===== src/rtl/light_pkg.sv =====
// Shared types and constants for the line-pattern selector sequencer.
package light_pkg;
  localparam int SEL_W            = 6;
  localparam int DEFAULT_LAST_SEL = 59;

  typedef enum logic [1:0] {
    S_IDLE  = 2'd0,
    S_RUN   = 2'd1,
    S_PAUSE = 2'd2
  } state_t;
endpackage


===== src/rtl/tick_gen.sv =====
// Prescaler: counts enabled cycles and flags the last one of every CLK_DIV-cycle period.
module tick_gen #(
  parameter int CLK_DIV = 25000000,
  parameter int DIV_W   = 25
) (
  input  logic clk,
  input  logic rst_n,
  input  logic clr,
  input  logic en,
  output logic tick
);
  localparam logic [DIV_W-1:0] LAST_CNT = DIV_W'(CLK_DIV - 1);

  logic [DIV_W-1:0] count_q;
  logic [DIV_W-1:0] count_d;

  assign tick = en && (count_q == LAST_CNT);

  // The count only moves on enabled cycles, so a frozen value resumes exactly where it stopped.
  always_comb begin
    count_d = count_q;
    if (clr) begin
      count_d = '0;
    end else if (tick) begin
      count_d = '0;
    end else if (en) begin
      count_d = count_q + DIV_W'(1);
    end
  end

  always_ff @(posedge clk or negedge rst_n) begin
    if (!rst_n) begin
      count_q <= '0;
    end else begin
      count_q <= count_d;
    end
  end
endmodule


===== src/rtl/light_sequencer.sv =====
// Steps the shared line-pattern selector through 0..LAST_SEL at a prescaled rate,
// with start/stop/pause control and one-shot or looping frames.
module light_sequencer
  import light_pkg::*;
#(
  parameter int CLK_DIV  = 25000000,
  parameter int LAST_SEL = DEFAULT_LAST_SEL,
  parameter int DIV_W    = 25
) (
  input  logic             clk,
  input  logic             rst_n,
  input  logic             start,
  input  logic             stop,
  input  logic             pause,
  input  logic             loop,
  output logic [SEL_W-1:0] sel,
  output logic             running,
  output logic             step,
  output logic             frame_done
);
  localparam logic [SEL_W-1:0] LAST = SEL_W'(LAST_SEL);

  state_t           state_q, state_d;
  logic [SEL_W-1:0] sel_q, sel_d;
  logic             running_q, running_d;
  logic             step_q, step_d;
  logic             frame_done_q, frame_done_d;
  logic             div_clr;
  logic             div_en;
  logic             tick;

  // Prescaler advances only on cycles where neither stop nor pause is holding the frame.
  assign div_clr = (state_q == S_IDLE) || stop;
  assign div_en  = (state_q != S_IDLE) && !stop && !pause;

  tick_gen #(
    .CLK_DIV(CLK_DIV),
    .DIV_W  (DIV_W)
  ) u_tick_gen (
    .clk  (clk),
    .rst_n(rst_n),
    .clr  (div_clr),
    .en   (div_en),
    .tick (tick)
  );

  always_comb begin
    state_d      = state_q;
    sel_d        = sel_q;
    running_d    = running_q;
    step_d       = 1'b0;
    frame_done_d = 1'b0;
    case (state_q)
      S_IDLE: begin
        if (start && !stop) begin
          state_d   = S_RUN;
          sel_d     = '0;
          running_d = 1'b1;
        end
      end
      S_RUN, S_PAUSE: begin
        if (stop) begin
          state_d   = S_IDLE;
          sel_d     = '0;
          running_d = 1'b0;
        end else if (pause) begin
          state_d = S_PAUSE;
        end else begin
          // A release cycle counts as a running cycle, so pausing never loses step time.
          state_d = S_RUN;
          if (tick) begin
            step_d = 1'b1;
            if (sel_q == LAST) begin
              sel_d        = '0;
              frame_done_d = 1'b1;
              if (!loop) begin
                state_d   = S_IDLE;
                running_d = 1'b0;
              end
            end else begin
              sel_d = sel_q + SEL_W'(1);
            end
          end
        end
      end
      default: begin
        state_d   = S_IDLE;
        sel_d     = '0;
        running_d = 1'b0;
      end
    endcase
  end

  always_ff @(posedge clk or negedge rst_n) begin
    if (!rst_n) begin
      state_q      <= S_IDLE;
      sel_q        <= '0;
      running_q    <= 1'b0;
      step_q       <= 1'b0;
      frame_done_q <= 1'b0;
    end else begin
      state_q      <= state_d;
      sel_q        <= sel_d;
      running_q    <= running_d;
      step_q       <= step_d;
      frame_done_q <= frame_done_d;
    end
  end

  assign sel        = sel_q;
  assign running    = running_q;
  assign step       = step_q;
  assign frame_done = frame_done_q;
endmodule


===== config.mk =====
export PLATFORM = sky130hd
export DESIGN_NAME = light_sequencer
export DESIGN_NICKNAME = d
export VERILOG_FILES = /design/src/rtl/light_pkg.sv /design/src/rtl/tick_gen.sv /design/src/rtl/light_sequencer.sv
export SDC_FILE = /design/constraint.sdc
export NUM_CORES = 1
export LEC_CHECK = 0
export CAP_MARGIN = 10
export CORE_MARGIN = 2
export CORE_UTILIZATION = 50
export CTS_CLUSTER_DIAMETER = 80
export CTS_CLUSTER_SIZE = 40
export DETAILED_ROUTE_END_ITERATION = 12
export GPL_TIMING_DRIVEN = 0
export PLACE_DENSITY_LB_ADDON = 0.12
export SYNTH_ARGS = -nofsm -noshare
export SYNTH_HDL_FRONTEND = slang
export SYNTH_HIERARCHICAL = 1
export SYNTH_SLANG_ARGS = --single-unit

===== constraint.sdc =====
create_clock -name clk -period 2.93 [get_ports clk]
set_clock_uncertainty 0.05 [all_clocks]
set_input_delay 0.293 -clock clk [delete_from_list [all_inputs] [get_ports clk]]
set_output_delay 0.293 -clock clk [all_outputs]
set_load 0.05 [all_outputs]

======== Word level (Yosys, flattened, before mapping) ========
Index checks and enable logic that the tools add are counted.
cells by class
  add/sub/neg operators ................... 2
  equality and inequality tests ........... 9
  mux-type cells .......................... 32
  reduce and logical (&&, ||, !) cells .... 13
operators with widths
  operator                                                                count
  25-bit two-way mux                                                      3
  6-bit two-way mux                                                       5
  25-bit by 1-bit adder with 25-bit output (second input constant)        1
  25-bit equality test (second input constant)                            1
  1-bit two-way mux                                                       18
  3-bit != test (second input constant)                                   4
  6-bit case mux with 2 select lines                                      1
  6-bit by 1-bit adder with 6-bit output (second input constant)          1
  6-bit equality test (second input constant)                             1
  2-bit two-way mux                                                       3
  5-bit AND reduction                                                     1
  1-bit logical AND                                                       4
  2-bit case mux with 2 select lines                                      1
  3-bit AND reduction                                                     1
  3-bit nonzero test                                                      1
  2-bit by 1-bit equality test with 1-bit output (second input constant)  1
  2-bit equality test (second input constant)                             1
  1-bit logical NOT                                                       2
  2-bit logical NOT                                                       1
  2-bit by 1-bit != test with 1-bit output (second input constant)        1
  1-bit case mux with 2 select lines                                      1
  2-bit nonzero test                                                      1
  2-bit OR reduction                                                      1
  1-bit logical OR                                                        1
word-level totals
  register bits ........................... 36
  bits of input ports ..................... 6
  word-level logic and storage cells ...... 62

======== Longest topological paths before layout ========
Gate-level depths: netlist (run 1).
  word-level depth ........................ 8
  depth in mapped cells ................... 12

======== Modules after synthesis ========
Netlist (run 1), hierarchy kept.
by module, submodules not included
  module           instances  cells each  area an instance (um2)  sequential area each (um2)
  tick_gen         1          157         1418.9                  625.6
  light_sequencer  1          65          645.6                   275.3

======== Worst setup path before layout (run 1) ========
OpenSTA, ideal clock, no wires.
  kind .................................... register -> register
  start point ............................. register state_q[0]
  end point ............................... register sel_q[5] (netlist: sel[5])
  arrival ................................. 2.714 ns
  data required time ...................... 2.797 ns
  path slack .............................. 0.083 ns
  stages on the path, launching flop included .. 13
  buffers on the path ..................... 1
  clock period less this slack ............ 2.847 ns
  path through ............................ dfrtp_1 > inv_1 > ha_1 > or2_2 > nor2_1 > nand3b_1 > or4_1 > buf_2 > clkinv_1 > nand4bb_1 > a211oi_4 > a41oi_1 > a31oi_1
between the ends
  longest elaborated chain between the ends .. 6
  elaborated cells on any way between the ends .. 13
RTL lines
  element                          line                    text
  from (decl)                      light_sequencer.sv:23   state_t state_q, state_d;
  from (signal assigned)           light_sequencer.sv:102  state_q <= state_d;
  2-bit nonzero test               light_sequencer.sv:34   assign div_en = (state_q != S_IDLE) && !stop && !pause;
  1-bit logical AND (2 in series)  light_sequencer.sv:34
  named net div_en                 light_sequencer.sv:29   logic div_en;
  1-bit logical AND                tick_gen.sv:17          assign tick = en && (count_q == LAST_CNT);
  named net tick                   light_sequencer.sv:30   logic tick;
  3-bit != test (no line)          --
  3-bit AND reduction (no line)    --
  to (signal assigned)             light_sequencer.sv:103  sel_q <= sel_d;
  to (decl)                        light_sequencer.sv:24   logic [SEL_W-1:0] sel_q, sel_d;
The timed path passes the listed nets, and every way through them passes these cells.
A chain may end at the register's enable or synchronous reset.

======== Worst setup path after layout (run 1) ========
Same ends and word-level chain as after synthesis.

==> results of run 1 <==
-- stage by stage --
step	utilization	worst slack (ps)
2_1_floorplan	-	83.2
3_3_place_gp	0.567	-539
3_5_place_dp	0.566	-573
4_1_cts	0.602	32.7
5_1_grt	0.622	-32.9
6_report	0.622	85.3
-- how the worst max path moves through the flow --
stage                           start            endpoint  cells after the start
2_1_floorplan  state_q[0]$_DFFE_PN0P_  sel[5]$_DFFE_PN0P_                     12
3_3_place_gp                     stop  sel[5]$_DFFE_PN0P_                     11
3_5_place_dp                     stop  sel[5]$_DFFE_PN0P_                     11
4_1_cts        state_q[0]$_DFFE_PN0P_  sel[5]$_DFFE_PN0P_                     12
5_1_grt        state_q[1]$_DFFE_PN0P_  sel[5]$_DFFE_PN0P_                     12
6_report       state_q[0]$_DFFE_PN0P_  sel[5]$_DFFE_PN0P_                     12
-- what timing repair did --
| action | 4_1_cts | 5_1_grt |
|---|---|---|
| endpoints found under the setup margin | 8 | 5 |
| pin swaps | 3 | 2 |
| gates resized for setup | 3 | 10 |
| setup buffers | 3 | 3 |
-- power breakdown --
group,internal [uW],switching [uW]
Combinational,145,244
Clock,252,190
Sequential,517,13.3
Total,914,447
-- synthesized netlist by cell type (all sizes together), types with 2 or more instances --
master,n,share of area
xor2,7,0.030
nor4,5,0.015
clkbuf,2,0.0036
and4,5,0.021
o21ai,7,0.017
dfrtp,36,0.44
a32o,3,0.015
xnor2,10,0.042
o211a,2,0.0097
nand2,19,0.036
nand3b,3,0.013
a21oi,7,0.019
o2bb2ai,3,0.016
and3,7,0.021
and2,3,0.010
nand3,12,0.029
a21boi,2,0.0073
ha,4,0.024
or4,2,0.0073
inv,8,0.015
a31oi,3,0.0091
nor3,11,0.027
nor2,26,0.047
nand2b,5,0.015
buf,3,0.0085
nor2b,3,0.0091
nand4,7,0.021
mux2,2,0.011
or2,2,0.0061
-- cell usage in the layout, fill, tap and decap left out, drive strengths merged, types with 3 or more instances in the layout --
master          n
inv             8
xnor2          10
and4            5
and2            3
and3            7
nand2          19
nand4           7
a21oi           7
nor2b           3
clkbuf          7
a31oi           3
nand2b          5
o2bb2ai         3
clkdlybuf4s50  13
ha              4
nor3           11
nand3          12
nand3b          3
a32o            3
o21ai           7
nor2           26
buf            10
dfrtp          36
xor2            7
nor4            5
-- layout make-up --
cell class	instances	area [um2]	share of cell area
clock inverter	3	42.5	0.0171
timing repair buffer	20	180	0.0724
buffer	5	31.3	0.0126
clock buffer	5	68.8	0.0277
tap	50	62.6	0.0251
inverter	9	37.5	0.0151
sequential	36	901	0.362
multi-input combinational	172	1160	0.468
-- cells by family after synthesis --
family	after synthesis
compound gates	34
xor+xnor	17
fa+ha+maj	4
buf+inv	14
flops	36
mux	2
simple gates	115
-- metal layers --
layer  GRT usage  vias to the layer above  part of all wire  wire, um
met2       0.339                       35              0.48      2100
met1       0.259                      822              0.47      2050
met5           0                        -                 0         0
met4      0.0925                        0             0.019        85
li1            -                      850                 -         -
met3      0.0444                       10             0.032       141
-- state kept, by name, indices dropped and copies added, names as in the netlist --
| signal | count |
|---|---|
| state_q | 2 |
| sel | 6 |
| running | 1 |
| step | 1 |
| frame_done | 1 |
| u_tick_gen/count_q | 25 |
-- worst register-to-register path, delay by kind of cell, from the launching register on --
family	cells	cell delay, ps
AO/OA/AOI/OAI	3	640
adder cells (fa/ha/maj)	1	200
buffers and inverters	3	350
flip-flops	1	370
AND/OR/NAND/NOR	5	1150
==> results.sh, run 1 <==
export IMPL_required_ps=3100
export IMPL_synth_compound_area_frac=0.126
export IMPL_cpPeakStageDelay_ps=540
export IMPL_dpl_cell_area_um2=2260
export IMPL_crit_type="reg -> reg"
export IMPL_worstRegToRegCells=12
export IMPL_synth_edf_count=0
export IMPL_cp_max_fo=8
export IMPL_final_cell_area_um2=2490
export IMPL_path_cells="inv_1 -> ha_2 -> or2_4 -> nor2_4 -> nand3b_1 -> or4_4 -> buf_6 -> clkinvlp_4 -> nand4bb_4 -> a211oi_4 -> a41oi_2 -> a31oi_1"
export IMPL_ios=15
export IMPL_core_area_um2=4000
export IMPL_critical_path_slowest_cell="or4_4"
export IMPL_slew_limit_headroom=0.467
export IMPL_drt_iter0_drc=84
export IMPL_critical_path_endpoint_type="flop"
export IMPL_drive_above_1_share=0.140
export IMPL_fillers=350
export IMPL_fin_tns_setup_ps=0
export IMPL_synthAdderAreaFrac=0.0242
export IMPL_numClockSinks=36
export IMPL_synth_nets=232
export IMPL_routed_via_count=1717
export IMPL_grt_pass1_wl_um=7130
export IMPL_antenna_found_initial=0
export IMPL_maxCapViolCount=0
export IMPL_rows=23
export IMPL_status="complete, no violations"
export IMPL_finalPower_uw=1360
export IMPL_dp_hpwl_um=2940
export IMPL_tightest_slew_ps=800
export IMPL_r2r_end="sel[5]$_DFFE_PN0P_"
export IMPL_synth_top_family_by_area="simple AND/OR/NAND/NOR gates"
export IMPL_placed_cells=286
export IMPL_die_area_um2=4660
export IMPL_routabilityCongestion=0.880
export IMPL_area_growth_pct=20.5
export IMPL_slew_viol_final=0
export IMPL_die_w_um=68.3
export IMPL_vias_per_cell=5.72
export IMPL_fin_cells=300
export IMPL_crit_family="simple AND/OR/NAND/NOR gates"
export IMPL_grt_pass1_vias=1541
export IMPL_dr_pass1_iters=4
export IMPL_synthCells=222
export IMPL_overflow=0
export IMPL_synth_avg_cell_area_um2=9.30
export IMPL_worstHoldPathType="in -> async"
export IMPL_setup_viol=0
export IMPL_track_usage=0.206
export IMPL_p_leak_uw=0.00102
export IMPL_ys_async_sr_fraction=1.00
export IMPL_yosysUniqueCellTypes=50
export IMPL_initial_utilization=0.516
export IMPL_postCtsHoldBufs=0
export IMPL_muxShareOfSynthArea=0.0109
export IMPL_drc_errors=0
export IMPL_grt_max_degree=37
export IMPL_synth_seq_cells=36
export IMPL_clockRootBuffer="clkbuf_8"
export IMPL_nets=259
export IMPL_whs_ps=34.4
export IMPL_cp_num_buf_inv=3
export IMPL_clockBufferDepth=2
export IMPL_yosys_warnings=6
export IMPL_period_share=0.971
export IMPL_cts_htree_levels=2
export IMPL_worst_skew_pair_late_latency_ps=290
export IMPL_ant_nets=0
export IMPL_finalHoldViolCount=0
export IMPL_start_kind="flop"
export IMPL_worstPathArrival_ps=3010
export IMPL_fmax_mhz=352
export IMPL_synth_xor_area_frac=0.0721
export IMPL_power_density_nw_per_um2=547
export IMPL_yosys_area_share_simple=0.302
export IMPL_vdd_drop_max_v=0.000333
export IMPL_tritoncts="built"
export IMPL_fin_crit_ps=2840
export IMPL_die_y_um=68.3
export IMPL_netlist_area_um2=2060
export IMPL_wirelength_um=4380
export IMPL_postSynth_topFlopCell="dfrtp_1"
export IMPL_rr_startpoint="state_q[0]$_DFFE_PN0P_"
export IMPL_numCtsBuffers=5
export IMPL_clkTransAtPathRegs_ps=80
export IMPL_synth_seq_area_share=0.436
export IMPL_wire_per_inst_um=14.6
export IMPL_diodes=0
export IMPL_reg2reg_slack_ps=90
export IMPL_port_buffers=14
Note: power is estimated with default switching activity, not from simulation.
==> run 2, diff against run 1 <==
--- a/config.mk
+++ b/config.mk
@@ -6,9 +6,11 @@
 export NUM_CORES = 1
 export LEC_CHECK = 0
 export CAP_MARGIN = 10
+export CELL_PAD_IN_SITES_DETAIL_PLACEMENT = 2
+export CELL_PAD_IN_SITES_GLOBAL_PLACEMENT = 2
 export CORE_MARGIN = 2
-export CORE_UTILIZATION = 50
-export CTS_CLUSTER_DIAMETER = 80
+export CORE_UTILIZATION = 33
+export CTS_CLUSTER_DIAMETER = 30
 export CTS_CLUSTER_SIZE = 40
 export DETAILED_ROUTE_END_ITERATION = 12
 export GPL_TIMING_DRIVEN = 0
==> results.sh, run 2 (synthesized netlist as in run 1, its figures left out) <==
export IMPL_status="complete, no violations"
export IMPL_numCtsBuffers=5
export IMPL_wirelength_um=5800
export IMPL_grt_pass1_wl_um=10100
export IMPL_clockBufferDepth=2
export IMPL_final_cell_mix="36 x dfrtp_1, 25 x nor2_1, 18 x nand2_1"
export IMPL_die_w_um=83.1
export IMPL_dr_pass1_iters=4
export IMPL_worstHoldPathType="in -> async"
export IMPL_ios=15
export IMPL_track_usage=0.181
export IMPL_p_int_uw=964
export IMPL_grt_pass1_vias=1941
export IMPL_slew_limit_headroom=0.417
export IMPL_ant_nets=0
export IMPL_clkTransAtPathRegs_ps=80
export IMPL_cts_htree_levels=2
export IMPL_fin_cells=325
export IMPL_layout_setup_ws_ps=184
export IMPL_power_frac_clock=0.344
export IMPL_r2r_end="sel[2]$_DFFE_PN0P_"
export IMPL_diodes=0
export IMPL_finalHoldViolCount=0
export IMPL_vias_per_cell=5.48
export IMPL_clockRootBuffer="clkbuf_8"
export IMPL_grt_max_degree=37
export IMPL_placed_cells=311
export IMPL_switchingPower_uw=457
export IMPL_layout_commonest_cell="dfrtp_1"
export IMPL_dp_hpwl_um=4050
export IMPL_worstPathArrival_ps=2920
export IMPL_tightest_slew_ps=874
export IMPL_fmax_mhz=364
export IMPL_initial_utilization=0.345
export IMPL_antenna_found_initial=0
export IMPL_die_y_um=83.1
export IMPL_rows=28
export IMPL_core_area_um2=5990
export IMPL_worst_skew_pair_late_latency_ps=290
export IMPL_overflow=0
export IMPL_rr_startpoint="state_q[0]$_DFFE_PN0P_"
export IMPL_slew_viol_final=0
export IMPL_maxCapViolCount=0
export IMPL_critPathCapture="sel[2]$_DFFE_PN0P_"
export IMPL_cp_startpoint="state_q[0]$_DFFE_PN0P_"
export IMPL_power_frac_comb=0.283
export IMPL_critical_path_endpoint_type="flop"
export IMPL_drive_above_1_share=0.140
export IMPL_drt_iter0_drc=71
export IMPL_finalPower_uw=1420
export IMPL_cp_max_fo=7
export IMPL_top_register="u_tick_gen/count_q"
export IMPL_fin_crit_ps=2750
export IMPL_grt_setup_unrepaired="no"
export IMPL_power_density_nw_per_um2=559
export IMPL_required_ps=3100
export IMPL_fin_tns_setup_ps=0
export IMPL_numClockSinks=36
export IMPL_start_kind="flop"
export IMPL_routabilityCongestion=0.769
export IMPL_nets=259
export IMPL_crit_type="reg -> reg"
export IMPL_tritoncts="built"
export IMPL_drc_errors=0
export IMPL_vdd_drop_max_v=0.000373
export IMPL_port_buffers=14
export IMPL_seq_power_share=0.373
export IMPL_period_share=0.937
export IMPL_whs_ps=66.2
export IMPL_largest_reg_flops=25
export IMPL_area_growth_pct=23.2
export IMPL_p_sw_frac=0.321
export IMPL_die_area_um2=6900
export IMPL_routed_via_count=1780
export IMPL_place_ws_ps=-646
export IMPL_worstRegToRegCells=13
export IMPL_setup_viol=0
export IMPL_wire_per_inst_um=17.9
export IMPL_reg2reg_slack_ps=180
export IMPL_p_leak_uw=0.00104
## run 2: changes by cell type in the layout (fill, tap and decap cells not counted), sizes merged
| cell | delta |
|---|---|
| clkbuf | +2 |
| clkinvlp | -2 |
| inv | +1 |
| clkinv | -1 |
## run 2: area by class of cell
| cell class | instances | area [um2] |
|---|---|---|
| buffer | 5 | 35.0 |
| clock buffer | 7 | 96.3 |
| clock inverter | 1 | 30.0 |
| fill | 661 | 3450 |
| inverter | 9 | 41.3 |
| multi-input combinational | 172 | 1160 |
| sequential | 36 | 901 |
| tap | 75 | 93.8 |
| timing repair buffer | 20 | 180 |
## run 2: per-layer routing
metal / vias to the layer above / part of all wire / GRT usage
met4: 0 / 0.0098 / 0.0402
met2: 18 / 0.52 / 0.321
li1: 855 / - / -
met1: 902 / 0.45 / 0.228
met3: 5 / 0.018 / 0.0308
met5: - / 0 / 0
## run 2: critical path, stage by stage, from the launching register on
cell,delay (ps)
dfrtp_1,370
inv_1,50
ha_2,200
or2_4,260
nor2_4,110
nand3b_1,80
or4_4,540
buf_8,160
inv_8,80
nand4bb_4,150
a211oi_4,290
buf_4,170
nand2_1,50
o21ai_1,110
## run 2: worst min path at each step
stage | start | to | slack, ps | cells past startpoint
2_1_floorplan | rst_n | frame_done$_DFF_PN0_ | -50 | 0
3_3_place_gp | running$_DFFE_PN0P_ | running$_DFFE_PN0P_ | 430 | 1
3_5_place_dp | rst_n | u_tick_gen/count_q[11]$_DFFE_PN0P_ | 400 | 1
4_1_cts | rst_n | u_tick_gen/count_q[0]$_DFFE_PN0P_ | 80 | 1
5_1_grt | rst_n | u_tick_gen/count_q[11]$_DFFE_PN0P_ | 110 | 1
6_report | rst_n | u_tick_gen/count_q[11]$_DFFE_PN0P_ | 70 | 1
## run 2: power by group through the flow
| stage | sequential (uW) | clock, uW | combinational, uW |
|---|---|---|---|
| finish | 530 | 489 | 402 |
| global placement | 541 | 0 | 344 |
| detailed placement | 540 | 0 | 347 |
| global route | 533 | 535 | 446 |
| CTS | 530 | 511 | 386 |
| floorplan | 562 | 0 | 213 |
## run 2: timing repair
item | 4_1_cts | 5_1_grt
endpoints found under the setup margin | 8 | 5
hold buffers | 0 | 0
pin swaps | 3 | 3
endpoints found under the hold margin | 0 | 0
gates resized for setup | 6 | 11
buffers inserted | 4 | 2
## run 2: metrics by stage
step	util	area, um2
global route	0.424	2540
detailed placement	0.383	2290
global placement	0.384	2300
floorplan	-	2060
finish	0.424	2540
CTS	0.413	2480
==> run 3, diff against run 2 <==
--- a/config.mk
+++ b/config.mk
@@ -5,11 +5,12 @@
 export SDC_FILE = /design/constraint.sdc
 export NUM_CORES = 1
 export LEC_CHECK = 0
+export ABC_AREA = 1
 export CAP_MARGIN = 10
 export CELL_PAD_IN_SITES_DETAIL_PLACEMENT = 2
 export CELL_PAD_IN_SITES_GLOBAL_PLACEMENT = 2
 export CORE_MARGIN = 2
-export CORE_UTILIZATION = 33
+export CORE_UTILIZATION = 30
 export CTS_CLUSTER_DIAMETER = 30
 export CTS_CLUSTER_SIZE = 40
 export DETAILED_ROUTE_END_ITERATION = 12
==> results.sh, run 3 <==
export IMPL_vias_per_cell=4.85
export IMPL_core_area_um2=7330
export IMPL_fillers=872
export IMPL_tightest_slew_ps=500
export IMPL_routabilityCongestion=0.756
export IMPL_cts_setup_buffers=0
export IMPL_clkTransAtPathRegs_ps=80
export IMPL_grt_max_degree=37
export IMPL_dp_hpwl_um=5350
export IMPL_fin_crit_ps=2690
export IMPL_dr_pass1_iters=4
export IMPL_critical_path_slowest_cell="dfrtp_1"
export IMPL_path_cells="inv_1 -> ha_1 -> inv_1 -> nand2_1 -> nor2_2 -> nand4_1 -> nor3_1 -> nor4b_4 -> nand2_1 -> nand2_2 -> nand2_8 -> inv_4 -> and3_4 -> nor2_2"
export IMPL_slew_viol_final=0
export IMPL_setup_viol=0
export IMPL_initial_utilization=0.315
export IMPL_drc_errors=0
export IMPL_ant_nets=0
export IMPL_top_register="u_tick_gen/count_q"
export IMPL_critical_path_endpoint_type="flop"
export IMPL_antenna_found_initial=0
export IMPL_status="complete, no violations"
export IMPL_overflow=0
export IMPL_slew_limit_headroom=0.666
export IMPL_muxShareOfSynthArea=0
export IMPL_track_usage=0.180
export IMPL_ys_async_sr_fraction=1.00
export IMPL_synth_top_area_frac=0.391
export IMPL_yosys_area_share_simple=0.444
export IMPL_netlist_area_um2=2310
export IMPL_yosysUniqueCellTypes=30
export IMPL_cpPeakStageDelay_ps=380
export IMPL_fmax_mhz=372
export IMPL_placed_cells=438
export IMPL_finalHoldViolCount=0
export IMPL_die_w_um=91.7
export IMPL_routed_via_count=2168
export IMPL_synthCells=324
export IMPL_die_area_um2=8400
export IMPL_port_buffers=14
export IMPL_numCtsBuffers=5
export IMPL_synth_largest_area_cell="dfrtp_1"
export IMPL_crit_type="reg -> reg"
export IMPL_power_density_nw_per_um2=555
export IMPL_fin_cells=447
export IMPL_start_kind="flop"
export IMPL_ys_top_cells_by_area="dfrtp_1 39%, nand2_1 14%, nor2_1 7.8%"
export IMPL_numClockSinks=36
export IMPL_synth_top_family_by_area="simple AND/OR/NAND/NOR gates"
export IMPL_diodes=0
export IMPL_die_y_um=91.7
export IMPL_worst_skew_pair_late_latency_ps=290
export IMPL_seq_area_um2=901
export IMPL_drt_iter0_drc=47
export IMPL_clockRootBuffer="clkbuf_8"
export IMPL_wire_per_inst_um=15.6
export IMPL_synth_edf_count=0
export IMPL_synth_seq_cells=36
export IMPL_synth_avg_cell_area_um2=7.12
export IMPL_cp_max_fo=7
export IMPL_largest_reg_flops=25
export IMPL_multi_input_area_um2=1250
export IMPL_layout_commonest_cell="nand2_1"
export IMPL_worstHoldPathType="in -> async"
export IMPL_yosys_warnings=6
export IMPL_maxCapViolCount=0
export IMPL_area_growth_pct=17.3
export IMPL_postSynth_topFlopCell="dfrtp_1"
export IMPL_clockBufferDepth=2
export IMPL_cts_htree_levels=2
export IMPL_period_share=0.918
export IMPL_vdd_drop_max_v=0.000345
export IMPL_cp_num_buf_inv=3
export IMPL_wirelength_um=6980
export IMPL_tritoncts="built"
export IMPL_synthAdderAreaFrac=0.0217
export IMPL_synth_seq_area_share=0.391
export IMPL_synth_commonest_cells="88 x nand2_1, 48 x nor2_1, 36 x dfrtp_1"
export IMPL_ios=15
export IMPL_fin_tns_setup_ps=0
export IMPL_drive_above_1_share=0.155
export IMPL_synth_xor_area_frac=0.0266
export IMPL_worstPathArrival_ps=2830
export IMPL_synth_compound_area_frac=0.0407
export IMPL_final_cell_mix="88 x nand2_1, 47 x nor2_1, 36 x dfrtp_1"
export IMPL_required_ps=3070
export IMPL_p_leak_uw=0.00117
export IMPL_yosysMostFrequentCell="nand2_1"
export IMPL_grt_pass1_wl_um=12100
export IMPL_synth_nets=334
export IMPL_grt_setup_unrepaired="no"
export IMPL_grt_pass1_vias=2445
export IMPL_rows=31
export IMPL_crit_family="simple AND/OR/NAND/NOR gates"
export IMPL_reg2reg_slack_ps=240
export IMPL_nets=357
-- run 3: cells by family (layout without fill, tap and decap cells) --
group,count (synthesis),count (layout)
DFF,36,36
buffers and inverters,44,68
AOI/OAI and AO/OA,18,18
xor gates and xnor gates,7,7
and+or+nand+nor,215,215
adders and majority gates,4,4
-- run 3: power breakdown --
part           internal [uW]  leakage (uW)  switching, uW  total, uW
logic                    166      0.000618            390        556
registers                532      0.000497           29.9        562
clock network            188     0.0000510            194        383
total                    886       0.00117            614       1500
-- run 3: cell type report --
type | count | share of cell area
flip-flops and latches | 36 | 0.333
clock inverters | 2 | 0.00370
inverters | 42 | 0.0592
plain buffers | 2 | 0.00601
clock buffers | 6 | 0.0305
well taps | 99 | 0.0458
repair buffers | 16 | 0.0611
multi-input cells | 244 | 0.461
-- run 3: path summary, 6_finish.rpt --
kind | endpoint | start | cells past startpoint
hold / removal | u_tick_gen/count_q[6]$_DFFE_PN0P_ | rst_n | 3
setup / recovery | sel[2]$_DFFE_PN0P_ | state_q[0]$_DFFE_PN0P_ | 14
min in group clk | running$_DFFE_PN0P_ | running$_DFFE_PN0P_ | 2
hold reg to reg | running$_DFFE_PN0P_ | running$_DFFE_PN0P_ | 2
max in group asynchronous | u_tick_gen/count_q[23]$_DFFE_PN0P_ | rst_n | 3
setup reg to reg | sel[2]$_DFFE_PN0P_ | state_q[0]$_DFFE_PN0P_ | 14
-- run 3: per-stage QoR --
step,total power (uW),hold slack (ps),setup WS (ps),cell area [um2],util
2_1_floorplan,963,-52.6,528,2310,-
3_3_place_gp,1130,416,-219,2570,0.351
3_5_place_dp,1140,232,-302,2580,0.353
4_1_cts,1540,453,74.0,2690,0.367
5_1_grt,1610,495,8.63,2710,0.369
6_report,1500,458,241,2710,0.369
-- run 3: timing repair --
item / CTS / global route
hold buffers: 1 / 0
hold endpoints to repair: 36 / 0
endpoints found under the setup margin: 7 / 7
gates resized for setup: 1 / 2
-- run 3: worst reg2reg max path: cells and delay by family, from the launching register on --
kind	cells	cell delay [ps]
adder cells (fa/ha/maj)	1	250
buffers and inverters	3	240
flip-flops	1	380
AND/OR/NAND/NOR	10	1700
-- run 3: layer usage --
layer,up-vias,global-route usage,routed length [um]
met3,5,0.0197,95
met1,1075,0.217,3130
met4,0,0.0480,58
met5,-,0,0
met2,19,0.337,3700
li1,1069,-,-
